===== src/rtl/sp_access_pkg.sv =====
// ---------------------------------------------------------------------------
// sp_access_pkg
//   Shared types and sizing helpers for the scratchpad access controller.
//   - state_t : controller FSM states
//   - grant_t : which request type was granted most recently
//   - calc_* : derive matrix dimension, in-matrix address width and target
//              select width from the top-level parameters
// ---------------------------------------------------------------------------
package sp_access_pkg;

    typedef enum logic [1:0] {
        ST_IDLE  = 2'd0,
        ST_WRITE = 2'd1,
        ST_DONE  = 2'd2,
        ST_READ  = 2'd3
    } state_t;

    typedef enum logic {
        GNT_READ  = 1'b0,
        GNT_WRITE = 1'b1
    } grant_t;

    // One bus word carries one full matrix row.
    function automatic int calc_max_dim(input int bus_w, input int data_w);
        return bus_w / data_w;
    endfunction

    // Row and column indices are packed side by side.
    function automatic int calc_addr_w(input int max_dim);
        return 2 * $clog2(max_dim);
    endfunction

    // A single target still needs a 1-bit select.
    function automatic int calc_tgt_w(input int ntargets);
        return (ntargets > 1) ? $clog2(ntargets) : 1;
    endfunction

endpackage


===== src/rtl/sp_access_ctrl.sv =====
// ---------------------------------------------------------------------------
// sp_access_ctrl
//   Sequences every access to the result-matrix scratchpad. Burst write-backs
//   of a full MAX_DIM x MAX_DIM matrix from the matmul engine and single-row
//   host reads are arbitrated in IDLE, alternating priority when both are
//   pending.
//
// Ports
//   clk_i, rst_i          clock, synchronous active-high reset
//   wb_start_i/_target_i  write-back request (level) and destination target
//   wb_ack_o              one-cycle write grant
//   wb_valid_i/_data_i    write beats; wb_ready_o while accepting beats
//   wb_done_o             one-cycle pulse after the last beat
//   rd_req_i/_target_i/_addr_i  host read request (level), target, address
//   rd_ack_o              one-cycle read grant
//   rd_valid_o/rd_data_o  read data strobe and registered (held) read data
//   busy_o                controller not idle
//   sp_*_o / sp_data_i    scratchpad control, address, data in/out
// ---------------------------------------------------------------------------
module sp_access_ctrl
    import sp_access_pkg::*;
#(
    parameter  int SP_NTARGETS = 4,
    parameter  int DATA_WIDTH  = 32,
    parameter  int BUS_WIDTH   = 64,
    localparam int MAX_DIM     = calc_max_dim(BUS_WIDTH, DATA_WIDTH),
    localparam int ADDR_W      = calc_addr_w(MAX_DIM),
    localparam int TGT_W       = calc_tgt_w(SP_NTARGETS)
) (
    input  logic                 clk_i,
    input  logic                 rst_i,

    input  logic                 wb_start_i,
    input  logic [TGT_W-1:0]     wb_target_i,
    output logic                 wb_ack_o,
    input  logic                 wb_valid_i,
    input  logic [BUS_WIDTH-1:0] wb_data_i,
    output logic                 wb_ready_o,
    output logic                 wb_done_o,

    input  logic                 rd_req_i,
    input  logic [TGT_W-1:0]     rd_target_i,
    input  logic [ADDR_W-1:0]    rd_addr_i,
    output logic                 rd_ack_o,
    output logic                 rd_valid_o,
    output logic [BUS_WIDTH-1:0] rd_data_o,

    output logic                 busy_o,

    output logic                 sp_write_enable_o,
    output logic [ADDR_W-1:0]    sp_address_o,
    output logic [TGT_W-1:0]     sp_write_target_o,
    output logic [TGT_W-1:0]     sp_read_target_o,
    output logic                 sp_mode_o,
    output logic [BUS_WIDTH-1:0] sp_data_o,
    input  logic [BUS_WIDTH-1:0] sp_data_i
);

    // Address of the final beat of a burst.
    localparam logic [ADDR_W-1:0] LAST_BEAT = ADDR_W'(MAX_DIM * MAX_DIM - 1);

    // -----------------------------------------------------------------------
    // Registers
    // -----------------------------------------------------------------------
    state_t                 r_state;
    grant_t                 r_last_grant;
    logic [ADDR_W-1:0]      r_cnt;
    logic [TGT_W-1:0]       r_wr_tgt;
    logic [TGT_W-1:0]       r_rd_tgt;
    logic [ADDR_W-1:0]      r_rd_addr;
    logic [BUS_WIDTH-1:0]   r_rd_data;
    logic                   r_rd_valid;

    // -----------------------------------------------------------------------
    // Wires
    // -----------------------------------------------------------------------
    state_t                 w_next_state;
    logic                   w_gnt_wr;
    logic                   w_gnt_rd;
    logic                   w_beat;
    logic                   w_last_beat;
    logic                   w_wr_tgt_ok;
    logic                   w_rd_tgt_ok;

    assign w_beat      = (r_state == ST_WRITE) && wb_valid_i;
    assign w_last_beat = w_beat && (r_cnt == LAST_BEAT);

    // Targets beyond SP_NTARGETS only exist when the count is not a power of
    // two; such accesses are still handshaken but never touch the scratchpad.
    assign w_wr_tgt_ok = (int'(r_wr_tgt) < SP_NTARGETS);
    assign w_rd_tgt_ok = (int'(r_rd_tgt) < SP_NTARGETS);

    // -----------------------------------------------------------------------
    // Arbitration: only in IDLE. Grants are suppressed while rst_i is high so
    // a requester never sees an ack for an operation the reset discards.
    // -----------------------------------------------------------------------
    always_comb begin
        w_gnt_wr = 1'b0;
        w_gnt_rd = 1'b0;
        if (r_state == ST_IDLE && !rst_i) begin
            if (wb_start_i && rd_req_i) begin
                // Conflict: whoever did not win last time goes now.
                if (r_last_grant == GNT_READ) w_gnt_wr = 1'b1;
                else                          w_gnt_rd = 1'b1;
            end else begin
                w_gnt_wr = wb_start_i;
                w_gnt_rd = rd_req_i;
            end
        end
    end

    // -----------------------------------------------------------------------
    // FSM: state register
    // -----------------------------------------------------------------------
    always_ff @(posedge clk_i) begin
        if (rst_i) r_state <= ST_IDLE;
        else       r_state <= w_next_state;
    end

    // -----------------------------------------------------------------------
    // FSM: next state
    // -----------------------------------------------------------------------
    always_comb begin
        w_next_state = r_state;
        case (r_state)
            ST_IDLE: begin
                if (w_gnt_wr)      w_next_state = ST_WRITE;
                else if (w_gnt_rd) w_next_state = ST_READ;
            end
            ST_WRITE: begin
                // Stalls indefinitely while wb_valid_i is low.
                if (w_last_beat) w_next_state = ST_DONE;
            end
            ST_DONE:  w_next_state = ST_IDLE;
            ST_READ:  w_next_state = ST_IDLE;
            default:  w_next_state = ST_IDLE;
        endcase
    end

    // -----------------------------------------------------------------------
    // FSM: outputs
    // -----------------------------------------------------------------------
    always_comb begin
        wb_ack_o          = w_gnt_wr;
        rd_ack_o          = w_gnt_rd;
        wb_ready_o        = 1'b0;
        wb_done_o         = 1'b0;
        sp_write_enable_o = 1'b0;
        sp_address_o      = '0;
        sp_write_target_o = '0;
        sp_read_target_o  = '0;
        sp_mode_o         = 1'b0;
        sp_data_o         = '0;
        case (r_state)
            ST_WRITE: begin
                wb_ready_o        = 1'b1;
                sp_write_enable_o = wb_valid_i && w_wr_tgt_ok;
                sp_address_o      = r_cnt;
                sp_write_target_o = r_wr_tgt;
                sp_data_o         = wb_data_i;
            end
            ST_DONE: begin
                wb_done_o = 1'b1;
            end
            ST_READ: begin
                // Scratchpad outputs are only driven while mode is high.
                sp_mode_o        = 1'b1;
                sp_address_o     = r_rd_addr;
                sp_read_target_o = r_rd_tgt;
            end
            default: ;
        endcase
    end

    assign busy_o     = (r_state != ST_IDLE);
    assign rd_valid_o = r_rd_valid;
    assign rd_data_o  = r_rd_data;

    // -----------------------------------------------------------------------
    // Datapath: request latches, beat counter, read capture
    // -----------------------------------------------------------------------
    always_ff @(posedge clk_i) begin
        if (rst_i) begin
            r_last_grant <= GNT_READ;
            r_cnt        <= '0;
            r_wr_tgt     <= '0;
            r_rd_tgt     <= '0;
            r_rd_addr    <= '0;
            r_rd_data    <= '0;
            r_rd_valid   <= 1'b0;
        end else begin
            // The READ cycle's data becomes visible one cycle later, in IDLE.
            r_rd_valid <= (r_state == ST_READ);

            if (w_gnt_wr) begin
                r_wr_tgt     <= wb_target_i;
                r_cnt        <= '0;
                r_last_grant <= GNT_WRITE;
            end

            if (w_gnt_rd) begin
                r_rd_tgt     <= rd_target_i;
                r_rd_addr    <= rd_addr_i;
                r_last_grant <= GNT_READ;
            end

            if (w_beat) begin
                r_cnt <= w_last_beat ? '0 : r_cnt + ADDR_W'(1);
            end

            // rd_data_o holds its value until the next read completes.
            if (r_state == ST_READ) begin
                r_rd_data <= w_rd_tgt_ok ? sp_data_i : '0;
            end
        end
    end

endmodule


===== config.mk =====
export PLATFORM = sky130hd
export DESIGN_NAME = sp_access_ctrl
export DESIGN_NICKNAME = d
export VERILOG_FILES = /design/src/rtl/sp_access_pkg.sv /design/src/rtl/sp_access_ctrl.sv
export SDC_FILE = /design/constraint.sdc
export NUM_CORES = 1
export LEC_CHECK = 0
export BUFFER_PORTS_ARGS = -buffer_cell sky130_fd_sc_hd__buf_4
export CAP_MARGIN = 15
export CORE_AREA = 2 2 110 112
export CTS_CLUSTER_SIZE = 25
export DETAILED_ROUTE_END_ITERATION = 7
export DIE_AREA = 0 0 112 114
export SLEW_MARGIN = 0
export SYNTH_ARGS = -nofsm -noshare
export SYNTH_HDL_FRONTEND = slang
export SYNTH_SLANG_ARGS = --single-unit

===== constraint.sdc =====
create_clock -name clk_i -period 2.5 [get_ports clk_i]
set_input_delay 0.25 -clock clk_i [delete_from_list [all_inputs] [get_ports clk_i]]
set_output_delay 0.25 -clock clk_i [all_outputs]
set_load 0.05 [all_outputs]

======== Word-level counts from Yosys, hierarchy flattened ========
Cells that the tools add are included.
storage, ports and cells
  register bits ........................... 76
  latch bits .............................. 0
  RAM bits ................................ 0
  bits in read-only memories .............. 0
  output and inout port bits .............. 142
  logic and storage cells ................. 47
  memories kept ........................... 0
operators by class
  add/subtract/negate cells ............... 1
  multiply operators ...................... 0
  div/mod/pow operators ................... 0
  magnitude comparators ................... 0
  equality and inequality tests ........... 6
  shift operators ......................... 0
  mux-type cells .......................... 21
  bitwise gates (word level) .............. 0
  reductions and logical operators ........ 11
operators by type and width
  operator               count
  $mux W64               1
  $mux W2                8
  $mux W1                10
  $eq A2 B2 Y1 const B   3
  $pmux W2 S3            1
  $logic_and A1 B1 Y1    4
  $pmux W2 S2            1
  $reduce_bool A2 Y1     2
  $reduce_or A2 Y1       2
  $ne A3 B3 Y1 const B   1
  $add A2 B1 Y2 const B  1
  $eq A2 B1 Y1 const B   1
  $logic_not A2 Y1       1
  $ne A2 B2 Y1 const B   1
  $reduce_and A2 Y1      1
  $logic_not A1 Y1       1

======== Longest topological paths before layout ========
Gate-level depths: netlist of the first run.
  depth after elaboration ................. 6
  depth in mapped cells ................... 7
  depth with buffers taken out ............ 4

======== Worst setup path before layout of the first run ========
No wires, ideal clock.
  path kind ............................... reg2out
  start point ............................. register r_state[1]
  end point ............................... output sp_data_o[55]
  arrival time ............................ 1.712 ns
  data required time ...................... 2.250 ns
  setup slack ............................. 0.538 ns
  cell stages (with the launch flop) ...... 5
  path buffers ............................ 2
  cells stage by stage .................... dfxtp_1 buf_4 nor2b_2 clkbuf_1 and2_1
between the ends
  word-level cells in the longest chain between the ends .. 2
ends and longest elaborated chain
  item                    line                   RTL
  from (decl)             sp_access_ctrl.sv:65   state_t r_state;
  from (signal assigned)  sp_access_ctrl.sv:117  else r_state <= w_next_state;
  $eq A2 B1 Y1            sp_access_ctrl.sv:154  case (r_state)
  $mux W64                sp_access_ctrl.sv:154
  to (decl)               sp_access_ctrl.sv:55   output logic [BUS_WIDTH-1:0] sp_data_o,
No other way between the ends.

======== Final worst setup path of the first run ========
  start point ............................. register r_state[0]
  end point ............................... output sp_data_o[37]
The elaborated chain is that of the path after synthesis.

==> metrics, run 1 <==
status=finished clean; Highest Clock Rate=0.433 GHz; Post-CTS Setup Inserts=0; Avg Vias per Cell=4.37; final worst path period share=~92%; GRT overflow=0; number of max-cap violations=0; first-pass GRT wire length=18.0 mm; Combinational Power Share=29.9%; dpl hpwl=approximately 9 mm; minimum clock period=2.31 ns; layout cells sized above 1=45.6%; sw power=1.16 mW; vias in the first global route=3,436; Ys Warns=0; crit path launch type=register; Main synth FF type=dfxtp_1; Post-Synthesis Cells=~410; Root Buffer=clkbuf_16; Lkg Pwr=between 2 and 3 nW; CTS resizes=0; total placed cells including tap cells=812; count leader, synth=nand2_1; share of synthesized registers carrying an async set or reset=0%; DRT Pass-1 Iters=4; pin count of the biggest net entering global routing=68; Final #Nets=between 800 and 900; Core Rows=40; num ports=281; mean area per synthesized cell=7.96 µm²; Post-DRT Antenna Nets=0; Crit Path Category=register to output pin; CP max FO=67; power density over the cells=619 mW/mm²; Total Routing Usage GR=between 15 and 20%; net count after synthesis=552; H-Tree Level Count=3; area leader, netlist=dfxtp_1; WL per Instance=14.4 µm; number of synthesized flops with an enable pin=0; top cell type's share of synthesized area=between 40% and 50%; Seq/Total Area, Yosys=a little under half; synthesized area=approximately 0.0033 mm²; setup_tns=0 ns; Iter 0 DRT Violations=between 200 and 250; final hold violation count=0; fin cells=827; Vias=around 3.6k; Setup-failing EPs final=0; crit path capture type=output pin; Synth cell types=33; post-synthesis register bit count=76; IR drop worst, VDD=0.451 mV; synth cell count leaders=130 x nand2_1, 76 x dfxtp_1, 66 x and2_1, 65 x a21oi_1, 13 x buf_4; worst skew pair latency=0.33 ns; # hold bufs at CTS=0; Synth area leaders=dfxtp_1 46%, nand2_1 15%, and2_1 13%; RSZ-0062 raised after global routing=false; clk_skew=about 0.0024 ns; clock slew at reported path FFs=0.05 ns; WP data required=2.25 ns; HP Class=primary input to register; Worst EP arrival=~2.1 ns; Power Internal=2.36 mW; Initial Utilization=28.0%; initial antenna violation count=1; core area=0.0117 mm²; ant diodes=0; Placer Congestion=0.912; DRT Wirelength=11.9 mm; I/O Buffers=280; Final Slew Violations=0; Layout area overhead=73.7%; DRC Markers=0; clock buffer depth=2; Sw Ratio=about a third; Worst Max-Slew Pin Slew=0.680 ns; DIE HEIGHT=approximately 110 µm; die width=112 µm; TritonCTS clock tree=yes; Slew HR=54.7%; die area=0.0128 mm²; Clk pwr share=33.3%; CTS sink count=76; CTS Buf Count=9; Flop pwr share=36.8%
-- registers in the layout, indices dropped and copies added, names as in the netlist --
signal,flops
r_state,2
r_wr_tgt,2
r_rd_addr,2
r_cnt,2
r_last_grant,1
rd_valid_o,1
rd_data_o,64
r_rd_tgt,2
-- layout by cell type (no fill, tap or decap), types with 2 or more instances in the layout --
cell type  instances
a21oi_1           65
nor3_2             2
mux2_1             5
nor2b_1            9
clkbuf_8           2
dfxtp_1           76
buf_4            284
and2_1            66
inv_2              2
nand2_1          130
nand3b_1           2
and3_1             3
inv_1              2
clkbuf_1           2
clkinv_2           2
mux2i_1            2
clkbuf_16          9
-- layout make-up --
cell class                      instances  area [µm²]
Sequential cell                        76        1520
Clock buffer                           13         260
Tap cell                              147         184
Multi-Input combinational cell        300        1550
Timing Repair Buffer                  285        2150
Clock inverter                          2        10.0
Inverter                                4        15.0
Fill cell                            1156        6010
-- critical path, cell delays in order, from the launching register on --
cell and delay (ns):
dfxtp_1 0.64, nor2b_2 0.23, buf_4 0.41, and2_1 0.23
buf_4 0.21
-- through the flow --
step	utilization, %	setup WS, ns	total power [mW]	hold WS, ns	area, µm²
floorplan	-	0.538	1.98	0.355	3280
global placement	46.3	0.608	2.37	0.443	5430
detailed placement	46.3	0.537	2.38	0.448	5430
CTS	48.6	0.174	3.58	0.111	5700
global route	48.6	0.0430	3.68	0.117	5700
finish	48.6	0.188	3.52	0.126	5700
-- per-layer routing --
layer	vias up	global-route usage, %	wire [µm]	share of wire (%)
met4	0	4.55	152	1.3
met5	-	0	0	0
met1	1622	23.3	5250	44
li1	1835	-	-	-
met3	15	7.55	1050	8.8
met2	141	28.0	5460	46
-- kinds of logic (layout without fill, tap and decap cells) --
group / count (synthesis) / in the layout / share of synthesized area [%]
mux: 8 / 8 / 2.67
fa+ha+maj: 1 / 1 / 0.381
compound gates: 69 / 69 / 10.9
flops: 76 / 76 / 46.4
simple gates: 222 / 222 / 33.4
buf+inv: 36 / 304 / 6.22
-- path summary, 6_finish.rpt --
kind / startpoint / to / slack, ns / depth (start not counted)
min: rd_addr_i[1] / r_rd_addr[1]$_SDFFE_PP0P_ / 0.13 / 2
min reg2reg: rd_data_o[33]$_SDFFE_PP0P_ / rd_data_o[33]$_SDFFE_PP0P_ / 0.45 / 2
max reg2reg: r_state[0]$_SDFFE_PP0P_ / rd_data_o[35]$_SDFFE_PP0P_ / 0.69 / 5
max: r_state[0]$_SDFFE_PP0P_ / sp_data_o[37] / 0.19 / 4
-- power groups by stage --
stage	clock (mW)	combinational [mW]	sequential [mW]
6_report	1.17	1.05	1.30
3_3_place_gp	0	1.05	1.32
3_5_place_dp	0	1.06	1.32
5_1_grt	1.27	1.11	1.31
2_1_floorplan	0	0.541	1.44
4_1_cts	1.22	1.06	1.30
Note: power is estimated with default switching activity, not from simulation.
==> inputs of run 2 (changes only) <==
--- a/config.mk
+++ b/config.mk
@@ -7,10 +7,12 @@
 export LEC_CHECK = 0
 export BUFFER_PORTS_ARGS = -buffer_cell sky130_fd_sc_hd__buf_4
 export CAP_MARGIN = 15
-export CORE_AREA = 2 2 110 112
+export CORE_AREA = 2 2 109 111
+export CTS_BUF_LIST = sky130_fd_sc_hd__clkbuf_8
 export CTS_CLUSTER_SIZE = 25
 export DETAILED_ROUTE_END_ITERATION = 7
-export DIE_AREA = 0 0 112 114
+export DIE_AREA = 0 0 111 113
+export SETUP_SLACK_MARGIN = 0.4
 export SLEW_MARGIN = 0
 export SYNTH_ARGS = -nofsm -noshare
 export SYNTH_HDL_FRONTEND = slang
==> metrics, run 2 (synthesis gave the netlist of run 1 again) <==
CP max FO=67 (unchanged); DIE HEIGHT=113 µm (-0.88%); Worst Max-Slew Pin Slew=0.670 ns (-0.00943 ns); flop2flop setup slack=0.88 ns (+0.19 ns); R2R Path End=rd_data_o[47]$_SDFFE_PP0P_; # hold bufs at CTS=0 (unchanged); CTS sink count=76 (unchanged); Core Rows=39 (-2.5%); last element of the critical path=sp_data_o[28]; GRT overflow=0 (unchanged); crit path launch type=register; clk_skew=0.00867 ns (+0.00622 ns); Initial Utilization=29.1% (+1.1 points); ant diodes=0 (unchanged); Total Routing Usage GR=17.9% (-0.14 points); power density over the cells=579 mW/mm² (-6.4%); clock slew at reported path FFs=0.07 ns (+0.02 ns); layout cells sized above 1=46.0% (+0.44 points); most common cell after layout, fill and taps aside=buf_4; Avg Vias per Cell=4.33 (-0.88%); WL per Instance=14.4 µm (-0.14%); Root Buffer=clkbuf_8; die area=0.0125 mm² (-1.8%); IR drop worst, VDD=0.333 mV (-26%); Placer Congestion=0.895 (-1.9%); TritonCTS clock tree=yes; Crit Path Category=register to output pin; Highest Clock Rate=0.502 GHz (+16%); pin count of the biggest net entering global routing=68 (unchanged); DRT Wirelength=11.8 mm (-0.62%); reg2reg path depth=5 (unchanged); Lkg Pwr=2.67 nW (-1.4%); total placed cells including tap cells=807 (-0.62%); max reg flops=64 (unchanged); first-pass GRT wire length=18.0 mm (about the same); num ports=281 (unchanged); minimum clock period=1.99 ns (-0.318 ns); CTS Buf Count=9 (unchanged); Slew HR=55.3% (+0.63 points); DRC Markers=0 (unchanged); I/O Buffers=280 (unchanged); Post-CTS Setup Inserts=0 (unchanged); final worst path period share=79.8% (-13 points); worst r2r src=r_state[1]$_SDFFE_PP0P_; vias in the first global route=3,356 (-2.3%); core area=0.0113 mm² (-3.7%); final hold violation count=0 (unchanged); RSZ-0062 raised after global routing=false; most frequent cells in the layout=282 x buf_4, 130 x nand2_1, 75 x dfxtp_1, 66 x and2_1, 65 x a21oi_1; HP Class=primary input to register; setup_tns=0 ns (unchanged); crit path capture type=output pin; clock buffer depth=2 (unchanged); number of max-cap violations=0 (unchanged); H-Tree Level Count=3 (unchanged); dpl hpwl=9.19 mm (about the same); Critical Path Start=r_state[1]$_SDFFE_PP0P_; Iter 0 DRT Violations=222 (+4.2%); initial antenna violation count=0 (-1); Setup-failing EPs final=0 (unchanged); Vias=3,564 (-1.4%); Final #Nets=815 (-0.12%); Layout area overhead=71.4%; die width=111 µm (-0.89%); status=finished clean; Post-DRT Antenna Nets=0 (unchanged); worst skew pair latency=0.34 ns (about the same); WP data required=2.25 ns (about the same); Final Slew Violations=0 (unchanged); fin cells=823 (-0.48%); Worst EP arrival=1.74 ns (-0.32 ns); DRT Pass-1 Iters=4 (unchanged)
==> run 2: changes by cell type in the layout (fill, tap and decap cells not counted), moves of 2 or more <==
cell / change
clkbuf_16: -9
clkbuf_8: +7
buf_4: -2
clkbuf_1: -2
clkinv_4: +2
==> run 2: worst min path at each step <==
| stage | from | end | slack, ns | cells past startpoint |
|---|---|---|---|---|
| after floorplan | wb_valid_i | r_state[0]$_SDFFE_PP0P_ | 0.36 | 1 |
| after global placement | rd_data_o[40]$_SDFFE_PP0P_ | rd_data_o[40]$_SDFFE_PP0P_ | 0.44 | 2 |
| after detailed placement | rd_data_o[36]$_SDFFE_PP0P_ | rd_data_o[36]$_SDFFE_PP0P_ | 0.45 | 2 |
| after CTS | rd_addr_i[0] | r_rd_addr[0]$_SDFFE_PP0P_ | 0.11 | 2 |
| after global routing | wb_valid_i | r_state[0]$_SDFFE_PP0P_ | 0.10 | 2 |
| final | rd_addr_i[0] | r_rd_addr[0]$_SDFFE_PP0P_ | 0.13 | 2 |
==> run 2: layout make-up <==
type / instances / area, µm²
fill: 1151 / 5650
clock inverter: 7 / 68.8
timing repair buffer: 284 / 2150
multi-input combinational: 300 / 1560
inverter: 4 / 16.3
clock buffer: 9 / 124
sequential: 76 / 1530
tap: 143 / 179
==> run 2: repair_timing <==
item / 4_1_cts / 5_1_grt
resized for setup: 3 / 3
pin swaps: 0 / 0
gates cloned: 0 / 0
endpoints found under the setup margin: 68 / 10
==> run 2: layer usage <==
layer,part of all wire [%],GRT usage (%),vias up
li1,-,-,1832
met1,44,23.2,1588
met2,47,28.0,140
met3,9.5,8.03,4
met4,0.32,3.00,0
met5,0,0,-
==> run 2: critical path, cell delays in order (launching register included) <==
cell and delay [ns]:
dfxtp_1 0.46, nor2b_2 0.19, buf_8 0.28, and2_1 0.25, buf_4 0.23
==> run 2: power breakdown <==
part	switching, mW	leakage [nW]	internal (mW)
combinational	0.666	1.95	0.386
clock	0.448	0.100	0.458
sequential	0.0374	0.617	1.26
total	1.15	2.67	2.10
==> run 2: metrics by stage <==
stage | hold WS (ns) | util, % | power (mW) | area (µm²) | setup slack, ns
after global placement | 0.444 | 48.0 | 2.37 | 5410 | 0.577
after CTS | 0.109 | 49.8 | 3.31 | 5620 | 0.418
final | 0.126 | 49.9 | 3.25 | 5620 | 0.506
after global routing | 0.101 | 49.9 | 3.41 | 5620 | 0.408
after detailed placement | 0.448 | 48.0 | 2.38 | 5410 | 0.490
after floorplan | 0.355 | - | 1.98 | 3280 | 0.538
==> inputs of run 3 (changes only) <==
--- a/config.mk
+++ b/config.mk
@@ -5,13 +5,14 @@
 export SDC_FILE = /design/constraint.sdc
 export NUM_CORES = 1
 export LEC_CHECK = 0
+export ABC_AREA = 1
 export BUFFER_PORTS_ARGS = -buffer_cell sky130_fd_sc_hd__buf_4
 export CAP_MARGIN = 15
-export CORE_AREA = 2 2 109 111
+export CORE_AREA = 2 2 110 112
 export CTS_BUF_LIST = sky130_fd_sc_hd__clkbuf_8
 export CTS_CLUSTER_SIZE = 25
 export DETAILED_ROUTE_END_ITERATION = 7
-export DIE_AREA = 0 0 111 113
+export DIE_AREA = 0 0 112 114
 export SETUP_SLACK_MARGIN = 0.4
 export SLEW_MARGIN = 0
 export SYNTH_ARGS = -nofsm -noshare
==> constraint.sdc (replaced) <==
create_clock -name clk_i -period 2 [get_ports clk_i]
set_input_delay 0.2 -clock clk_i [delete_from_list [all_inputs] [get_ports clk_i]]
set_output_delay 0.2 -clock clk_i [all_outputs]
set_load 0.05 [all_outputs]
==> metrics, run 3 <==
clock buffer depth=2 (unchanged); worst skew pair latency=0.35 ns (about the same); area leader, netlist=dfxtp_1; Power Internal=3.02 mW (+44%); total placed cells including tap cells=900 (+12%); minimum clock period=~1.7 ns; Lkg Pwr=3.32 nW (+24%); Min Hold Slack=0.0516 ns (-0.0748 ns); Total Routing Usage GR=18.9% (+1.0 points); synth cell count leaders=203 x nor2_1, 78 x inv_1, 76 x dfxtp_1, 65 x o21ai_0, 16 x nand2_1; worst hold start=wb_target_i[0]; synthesized area=0.00330 mm² (+0.57%); CTS sink count=76 (unchanged); adder-cell area share of the yosys netlist=0.379% (-0.0022 points); CTS Buf Count=9 (unchanged); clock slew at reported path FFs=0.07 ns (about the same); most frequent cells in the layout=219 x buf_4, 135 x nor2_1, 76 x inv_1, 74 x dfxtp_1, 64 x o21ai_0; buffer and inverter count on the worst path=5 (+3); worst setup margin=0.319 ns (-0.188 ns); Main synth FF type=dfxtp_1; Most common cell on crit path=buf_6; Combinational Power Share=45.5% (+13 points); Critical Path Start=r_state[0]$_SDFFE_PP0P_; Root Buffer=clkbuf_8; Setup-failing EPs final=0 (unchanged); I/O Buffers=280 (unchanged); post-synthesis mux area share=0% (-2.7 points); Worst Max-Slew Pin Slew=0.366 ns (-0.304 ns); Avg Vias per Cell=4.34 (+0.30%); Sw Ratio=40.0% (+4.6 points); RSZ-0062 raised after global routing=true; worst slack at placement=0.346 ns (-0.144 ns); CP delay by family, top=buffers and inverters; clk_skew=0.0132 ns (+0.00454 ns); setup_tns=0 ns (unchanged); final hold violation count=0 (unchanged); share of synthesized registers carrying an async set or reset=0% (unchanged); core area=0.0117 mm² (+3.9%); status=finished clean; power density over the cells=738 mW/mm² (+27%); Tot Pwr=5.04 mW (+55%); Synth Area in XOR/XNOR=0% (unchanged); Slew HR=75.6% (+20 points); Highest Clock Rate=approximately 0.59 GHz; number of synthesized flops with an enable pin=0 (unchanged); Clk pwr share=21.5% (-6.3 points); slowest stage cell, crit path=dfxtp_2; worst r2r src=r_state[0]$_SDFFE_PP0P_; dpl hpwl=9.02 mm (-1.9%); DIE HEIGHT=114 µm (+0.88%); IR drop worst, VDD=0.443 mV (+33%); vias in the first global route=3,870 (+15%); Ys Warns=0 (unchanged); WL per Instance=13.7 µm (-4.5%); GRT overflow=0 (unchanged); post-synthesis compound-gate area fraction=11.1% (+0.20 points); HP Class=primary input to register; # hold bufs at CTS=0 (unchanged); crit path launch type=register; post-synthesis register bit count=76 (unchanged); Final Slew Violations=0 (unchanged); sw power=2.02 mW (+75%); crit path capture type=output pin; num ports=281 (unchanged); Flop pwr share=33.1% (-6.8 points); final worst path period share=~84%; DRC Markers=0 (unchanged); die area=0.0128 mm² (+1.8%); Final #Nets=923 (+13%); CP max FO=10 (-85%); DRT Pass-1 Iters=4 (unchanged); pin count of the biggest net entering global routing=52 (-24%); top cell type's share of synthesized area=46.1% (-0.26 points); first-pass GRT wire length=19.1 mm (+6.3%); mean area per synthesized cell=6.68 µm² (-16%); Worst EP arrival=1.48 ns (-0.26 ns); most common cell after layout, fill and taps aside=buf_4; H-Tree Level Count=3 (unchanged); WP data required=1.80 ns (-0.45 ns); die width=112 µm (+0.90%); critical path cell sequence=inv_2 > nor2_4 > buf_12 > inv_12 > buf_6 > nor2_2 > buf_6; Initial Utilization=28.2% (-0.93 points); Post-DRT Antenna Nets=0 (unchanged); net count after synthesis=634 (+15%); Synth area leaders=dfxtp_1 46%, nor2_1 23%, o21ai_0 9.9%; Crit Path Category=register to output pin; Post-Synthesis Cells=494 (+20%); main combinational cell family by area after synthesis=simple AND/OR/NAND/NOR gates; Iter 0 DRT Violations=136 (-39%); layout cells sized above 1=51.8% (+5.8 points); Vias=4,057 (+14%); Placer Congestion=0.793 (-11%); Layout area overhead=107%; count leader, synth=nor2_1; Synth cell types=18 (-45%); DRT Wirelength=12.8 mm (+8.4%); ant diodes=0 (unchanged); Core Rows=40 (+2.6%); CP max stage delay=0.34 ns (-0.12 ns); Seq/Total Area, Yosys=46.1% (-0.26 points); max reg flops=64 (unchanged); fin cells=934 (+13%); number of max-cap violations=0 (unchanged); fillers=1,034 (-10%); Simple-Gate Fraction of Synth Area=27.5% (-5.9 points); TritonCTS clock tree=yes; initial antenna violation count=0 (unchanged)
run 3: logic make-up after synthesis:
group | count (synthesis)
buffers and inverters | 111
DFF | 76
and+or+nand+nor | 233
AOI/OAI and AO/OA | 73
adders and majority gates | 1
run 3: path summary, 6_finish.rpt:
check                                  end  slack [ns]  cells after the start
setup / recovery             sp_data_o[14]        0.32                      7
hold / removal    r_wr_tgt[0]$_SDFFE_PP0P_        0.05                      3
hold reg to reg   r_wr_tgt[1]$_SDFFE_PP0P_        0.47                      2
setup reg to reg     r_cnt[0]$_SDFFE_PP0P_        0.68                     10
run 3: power groups by stage:
stage / combinational (mW) / clock [mW] / sequential, mW
floorplan: 0.996 / 0 / 1.95
global placement: 1.85 / 0 / 1.70
detailed placement: 1.87 / 0 / 1.70
CTS: 2.18 / 1.12 / 1.67
global route: 2.41 / 1.18 / 1.68
finish: 2.29 / 1.08 / 1.67
run 3: layer usage:
layer | vias up | wire length (µm) | GRT usage, % | part of all wire, %
li1 | 2044 | - | - | -
met1 | 1827 | 4490 | 19.0 | 35
met2 | 171 | 6930 | 35.5 | 54
met3 | 15 | 1200 | 7.60 | 9.4
met4 | 0 | 200 | 6.42 | 1.6
met5 | - | 0 | 0 | 0
run 3: area by class of cell:
class                           count  area (µm²)  share of cell area (%)
Inverter                           83         332                    4.85
Multi-Input combinational cell    307        1800                    26.3
Tap cell                          147         184                    2.69
Sequential cell                    76        1520                    22.3
Clock inverter                      3        21.3                   0.311
Timing Repair Buffer              304        2760                    40.4
Timing Repair inverter              2        50.0                   0.732
Clock buffer                       12         165                    2.42
run 3: tightest hold or removal path, delay by kind of cell:
family	cells	cell delay, ns
buf+inv	1	0.08
simple gates	2	0.09
run 3: what timing repair did:
action,4_1_cts,5_1_grt
endpoints found under the setup margin,74,73
cloned,3,2
resized for setup,141,41
pin swaps,2,1
setup buffers,9,5
run 3: stage by stage:
step / util [%] / instance area (µm²)
3_3_place_gp: 49.1 / 5750
6_report: 58.3 / 6830
4_1_cts: 56.2 / 6580
5_1_grt: 58.3 / 6830
2_1_floorplan: - / 3570
3_5_place_dp: 49.1 / 5750
